### config.mk
export PLATFORM = sky130hd
export DESIGN_NAME = alu_issue_sequencer
export DESIGN_NICKNAME = d
export VERILOG_FILES = /design/src/rtl/alu_issue_sequencer.sv
export SDC_FILE = /design/constraint.sdc
export NUM_CORES = 1
export LEC_CHECK = 0
export ABC_AREA = 0
export CORE_MARGIN = 5
export CORE_UTILIZATION = 46
export CTS_CLUSTER_DIAMETER = 40
export DETAILED_ROUTE_END_ITERATION = 8
export HOLD_SLACK_MARGIN = 0.03
export PLACE_DENSITY = 0.79
export RECOVER_POWER = 25
export SETUP_SLACK_MARGIN = 0.1
export SKIP_LAST_GASP = 1
export SYNTH_ARGS = -nofsm -noshare
export SYNTH_HDL_FRONTEND = slang
export SYNTH_SLANG_ARGS = --single-unit
export TNS_END_PERCENT = 30
### constraint.sdc
create_clock -name clk -period 1.37 [get_ports clk]
set_input_delay 0.137 -clock clk [delete_from_list [all_inputs] [get_ports clk]]
set_output_delay 0.137 -clock clk [all_outputs]
set_load 0.01 [all_outputs]
### src/rtl/alu_issue_sequencer.sv
// ============================================================================
// Module   : alu_issue_sequencer
// Purpose  : Issues register-file operands to an external 4-bit combinational ALU
//            and writes its result back. It also offers each result on a
//            valid/ready port.
// Options  : ALU_ISSUE_RETIRE_CNT_EN adds the retire_cnt and op_busy outputs.
// Revision : 1.0  initial release
// ============================================================================
`default_nettype none

module alu_issue_sequencer #(
  parameter int NREG = 4,
  parameter int DW   = 4
) (
  input  logic          clk,
  input  logic          rst,
  input  logic          in_valid,
  output logic          in_ready,
  input  logic [9:0]    instr,
  output logic [DW-1:0] alu_rs,
  output logic [DW-1:0] alu_rt,
  output logic [2:0]    alu_sel,
  input  logic [DW-1:0] alu_rd,
  output logic          out_valid,
  input  logic          out_ready,
  output logic [DW-1:0] out_data,
  output logic [1:0]    out_dst,
  input  logic [1:0]    dbg_addr,
`ifdef ALU_ISSUE_RETIRE_CNT_EN
  output logic [7:0]    retire_cnt,
  output logic          op_busy,
`endif
  output logic [DW-1:0] dbg_data
);

  localparam logic [1:0] S_IDLE  = 2'd0;
  localparam logic [1:0] S_ISSUE = 2'd1;
  localparam logic [1:0] S_WB    = 2'd2;

  logic [1:0]    state_q, state_d;
  logic [DW-1:0] rf_q [NREG];
  logic [DW-1:0] alu_rs_q, alu_rt_q, out_data_q;
  logic [2:0]    alu_sel_q;
  logic [1:0]    dst_q, out_dst_q;
  logic          out_valid_q;
  logic          accept;

  always_ff @(posedge clk or posedge rst) begin
    if (rst) state_q <= S_IDLE;
    else     state_q <= state_d;
  end

  always_comb begin
    state_d = state_q;
    case (state_q)
      S_IDLE:  if (in_valid) state_d = instr[9] ? S_WB : S_ISSUE;
      S_ISSUE: state_d = S_WB;
      S_WB:    if (out_ready) state_d = S_IDLE;
      default: state_d = S_IDLE;
    endcase
  end

  always_comb begin
    in_ready = (state_q == S_IDLE);
    accept   = in_ready && in_valid;
  end

  // Operands are sampled at accept, so a dst==src write-back never feeds its own read.
  always_ff @(posedge clk or posedge rst) begin
    if (rst) begin
      for (int i = 0; i < NREG; i++) rf_q[i] <= '0;
      alu_rs_q    <= '0;
      alu_rt_q    <= '0;
      alu_sel_q   <= 3'b000;
      dst_q       <= 2'd0;
      out_data_q  <= '0;
      out_dst_q   <= 2'd0;
      out_valid_q <= 1'b0;
    end else begin
      if (accept) begin
        dst_q <= instr[5:4];
        if (instr[9]) begin
          rf_q[instr[5:4]] <= instr[3:0];
          out_data_q       <= instr[3:0];
          out_dst_q        <= instr[5:4];
          out_valid_q      <= 1'b1;
        end else begin
          alu_rs_q  <= rf_q[instr[3:2]];
          alu_rt_q  <= rf_q[instr[1:0]];
          alu_sel_q <= instr[8:6];
        end
      end
      if (state_q == S_ISSUE) begin
        rf_q[dst_q] <= alu_rd;
        out_data_q  <= alu_rd;
        out_dst_q   <= dst_q;
        out_valid_q <= 1'b1;
      end
      if (state_q == S_WB && out_ready) out_valid_q <= 1'b0;
    end
  end

  assign alu_rs    = alu_rs_q;
  assign alu_rt    = alu_rt_q;
  assign alu_sel   = alu_sel_q;
  assign out_valid = out_valid_q;
  assign out_data  = out_data_q;
  assign out_dst   = out_dst_q;
  assign dbg_data  = rf_q[dbg_addr];

`ifdef ALU_ISSUE_RETIRE_CNT_EN
  logic [7:0] retire_cnt_q;

  always_ff @(posedge clk or posedge rst) begin
    if (rst)                           retire_cnt_q <= 8'd0;
    else if (out_valid_q && out_ready) retire_cnt_q <= retire_cnt_q + 8'd1;
  end

  assign retire_cnt = retire_cnt_q;
  assign op_busy    = (state_q != S_IDLE);
`endif

endmodule

`default_nettype wire

=== Yosys cells after proc, flatten, opt, wreduce, memory -nomap -nowiden ===
Cells that the tools add are included.
Widths: inputs -> output; s select.

* $lt $le $gt $ge: 7
* Equality and inequality tests: 4
* Mux-type cells: 32
* Bitwise logic cells: 6
* Reduce and logical (&&, ||, !) cells: 13

{| class="wikitable"
|+ Operator list
! kind !! count
|-
| $mux 16 || 3
|-
| $mux 4 || 11
|-
| $bwmux 16 || 2
|-
| $bmux 4 s2 || 3
|-
| $demux 4 s2 || 2
|-
| $ge 3x3->1 const B || 5
|-
| $not 2->3 || 5
|-
| $mux 2 || 6
|-
| $reduce_and 2->1 || 4
|-
| $lt 3x1->1 const B || 2
|-
| $pmux 2 s3 || 1
|-
| $reduce_bool 3->1 || 2
|-
| $logic_and 1x1->1 || 4
|-
| $mux 1 || 4
|-
| $ne 2x2->1 const B || 2
|-
| $reduce_bool 2->1 || 2
|-
| $eq 2x1->1 const B || 1
|-
| $eq 2x2->1 const B || 1
|-
| $logic_not 2->1 || 1
|-
| $not 1->1 || 1
|}

* Bits in registers: 38
* Input bits: 20
* Logic and storage cells: 74

=== Depth between registers and ports, before layout ===
* Word-level depth: 10
* Gate-level depth with buffers: 5

=== Worst setup path after synthesis ===
Ideal clock, no wire load.

* Path type: register to register
* Start point: register state_q[0]
* End point: register out_data_q[0], in the netlist out_data[0]
* Setup time: 125 ps
* Data arrival time: 1318 ps
* Data required time: 1245 ps
* Setup slack: -73 ps
* Cell stages (with the launch flop): 5
* Path buffers: 1
* Clock period less this slack: 1443 ps
* Path through: dfrtp_1 -> buf_6 -> nor2b_4 -> mux2_2 -> mux2_2

* Cells in the longest elaborated chain, start to end: 4

{| class="wikitable"
|+ RTL lines
! what !! RTL line !! text
|-
| from (decl) || 40 || <nowiki>logic [1:0] state_q, state_d;</nowiki>
|-
| from (signal assigned) || 50 || <nowiki>else state_q <= state_d;</nowiki>
|-
| $logic_not 2->1 || 64 || <nowiki>in_ready = (state_q == S_IDLE);</nowiki>
|-
| $logic_and 1x1->1 || 65 || <nowiki>accept = in_ready && in_valid;</nowiki>
|-
| $reduce_bool 2->1 (no line) || -- ||
|-
| $reduce_and 2->1 (no line) || -- ||
|-
| to (signal assigned) || 84 || <nowiki>out_data_q <= instr[3:0];</nowiki>
|-
| to (signal assigned) || 95 || <nowiki>out_data_q <= alu_rd;</nowiki>
|-
| to (decl) || 42 || <nowiki>logic [DW-1:0] alu_rs_q, alu_rt_q, out_data_q;</nowiki>
|}

Several ways; a longest one is shown, not always the timed one.
A chain may end at the register's enable or synchronous reset.

=== Final worst setup path ===
* Start point: register state_q[1]
* End point: register rf_q[12] (netlist bit)

* Cells in the longest elaborated chain, start to end: 5

{| class="wikitable"
|+ RTL lines
! what !! RTL line !! text
|-
| $logic_not 2->1 || 64 ||
|-
| $logic_and 1x1->1 || 65 ||
|-
| $mux 16 || 80 || <nowiki>if (accept) begin</nowiki>
|-
| $bwmux 16 || 94 || <nowiki>rf_q[dst_q] <= alu_rd;</nowiki>
|-
| $mux 16 * || 93 || <nowiki>if (state_q == S_ISSUE) begin</nowiki>
|-
| to (signal, indexed assignment) || 83 || <nowiki>rf_q[instr[5:4]] <= instr[3:0];</nowiki>
|-
| to (signal, indexed assignment) || 94 ||
|-
| to (decl) || 41 || <nowiki>logic [DW-1:0] rf_q [NREG];</nowiki>
|}

Mark *: on every way between the ends. The rest lies on a longest branch, timed or not.

==> run summary <==
Outcome: finished, violations left
Failing checks: negative setup slack
Final Max Tran Viols: 0
Number of diodes: 0
DIE WIDTH: 77.9 µm
Register area share after synthesis: 44.9%
CTS clk-pin slew, worst paths: 80 ps
Wire per inst: 20.1 µm
# IOs: 43
Maximum clock path buffer count: 2
Area Growth Syn to Fin: 52.2%
Clock sink total: 38
Max stage delay on crit path: 560 ps
Peak Freq: 625 MHz
Synth Flop Type: dfrtp_1
Yosys top cell by area: dfrtp_1
Main area contributors after synthesis: dfrtp_1 (45%), mux4_2 (13%), mux2_2 (12%)
Overflow after GRT: 0
Final setup viols: 36
GP Congestion: 0.806
Vias in the first global route: 2008
Min cycle time layout: 1600 ps
Detailed-router iteration count before antenna repair: 5
Post-Syn Area per Cell: 11.8 µm²
GRT Total Usage: 20.9%
Clock Latency Late Sink: 300 ps
CTS Hold Bufs: 0
Root Driver: clkbuf_8
Share of cells above drive strength 1: 44.9%
Cell Area, Placed: 2900 µm²
Most numerous cell in the Yosys netlist: dfrtp_1
Crit path arrival time: 1780 ps
Fillers: 291
Hold_ws: 412 ps
Hold crit path type: primary input to flip-flop
PwrDens: 1880 nW/µm²
WS Path Type: flip-flop to flip-flop
Post-synth ARST share: 100%
DR vias: 2025
WP buf/inv: 1
Final Hold Fails: 0
Pin count of the biggest net entering global routing: 39
Period utilisation layout: 117%
Initial Util: 48.0%
Yosys cell types: 30
CP Cell Sequence: buf_4 > or4b_4 > o21ai_1 > a31oi_1
Cell family with most CP delay: simple AND/OR/NAND/NOR gates
Core ar.: 4410 µm²
Routed Wire Length: 6520 µm
Die height: 77.9 µm
HPWL after detailed placement: 4130 µm
Htree depth: 2
Max IR drop VDD: 880 µV
Initial antenna violation count: 0
Rows: 24
Post-route ant nets: 0
Skew final: 10.8 ps
Num CTS Buffers: 5
FF+latch count, synth: 38
Max FO, Critical Path: 8
DRC viols: 0
First-pass GRT wire length: 10100 µm
Dpl ws: -521 ps
CP max stage cell: or4b_4
Critical Path Source Type: flip-flop
EDFF count, synth: 0
Nets@finish: 291
Maxcap violations: 0
Fin Setup TNS: -5520 ps
Cell count after synthesis: 180
Slew HR: 35.4%
DIE AREA: 6070 µm²
Design area: 3230 µm²
Post-synthesis instance area: 2120 µm²
Top cells by count, synth: dfrtp_1 (38), mux2_2 (22), nor2_1 (17)
Synth Net Count: 200
Worst Tran Pin Value: 969 ps
Leak: 1.40 nW
Via density: 6.25
Yosys warns: 0
Yosys top cell area share: 44.9%
RSZ-0062 raised after global routing: true
I/O Buffers: 42
CTS tree: done
Iteration-0 DRC count of the detailed router: 202
Worst path required time: 1550 ps
CP Capture Type: flip-flop
PnR worst setup slack: -229 ps
==> metrics by stage <==
step,std cells,util (%),power (mW)
2_1_floorplan,180,-,3.11
3_3_place_gp,308,65.7,4.42
3_5_place_dp,308,65.7,4.52
4_1_cts,321,70.8,5.87
5_1_grt,324,73.1,6.35
6_report,324,73.1,6.06
==> what timing repair did <==
action                                  in CTS  in global routing
setup buffers                                4                  2
gates cloned                                 1                  1
gates resized for setup                     37                 32
endpoints found under the setup margin      59                 59
pin swaps                                    1                 14
==> kinds of logic (layout without fill, tap and decap cells) <==
logic type / Yosys count / count (layout) / synth area share (%)
simple gates: 53 / 54 / 16.2
compound gates: 39 / 39 / 10.6
mux: 34 / 34 / 24.4
buf+inv: 16 / 107 / 3.96
flops: 38 / 38 / 44.9
==> worst paths after layout <==
kind,from,end,slack [ps],depth (start not counted)
min in group asynchronous,rst,alu_rt[3],580,3
min,out_ready,out_valid,410,2
min reg2reg,out_data[3],out_data[3],510,1
max,state_q[1],rf_q[12],-230,4
max reg2reg,state_q[1],rf_q[12],-230,4
max in group asynchronous,rst,state_q[0],120,3
==> placed cells by master (no fill, tap or decap), types with 3 or more instances in the layout <==
cell and count:
mux2_2 6, mux4_2 12, and3b_1 4, o21ai_2 8, nand4bb_1 3, clkbuf_8 6
o21ai_1 5, nand2_1 9, buf_6 9, mux2_4 16, nor2_1 16, dfrtp_1 36
buf_2 3, buf_4 46, nand4_1 8, a31oi_1 16, o21ai_0 5, clkdlybuf4s50_1 35
==> per-layer routing <==
layer  GRT usage [%]  part of all wire [%]
met1            26.7                    40
met2            35.3                    49
met3            4.75                   7.6
met4            6.01                   3.3
met5               0                     0
==> where the power goes <==
group / total (mW) / leakage, nW / internal [mW] / switching, mW
clock: 1.21 / 0.0714 / 0.777 / 0.431
sequential: 1.96 / 0.448 / 1.63 / 0.326
combinational: 2.89 / 0.877 / 1.80 / 1.10
==> sequential cells by signal, indices dropped and copies added (netlist names) <==
name,cells
out_dst,2
rf_q,16
state_q,2
out_valid,1
out_data,4
alu_rs,4
alu_sel,3
alu_rt,4
dst_q,2
==> area by class of cell <==
class / count / area, µm² / area share, %
multi-input combinational: 127 / 1220 / 37.7
sequential: 38 / 953 / 29.5
timing repair buffer: 97 / 841 / 26.1
clock buffer: 6 / 82.6 / 2.56
tap: 52 / 65.1 / 2.02
clock inverter: 2 / 60.1 / 1.86
inverter: 2 / 7.51 / 0.233
No activity file was read; power rests on OpenSTA's default activity.
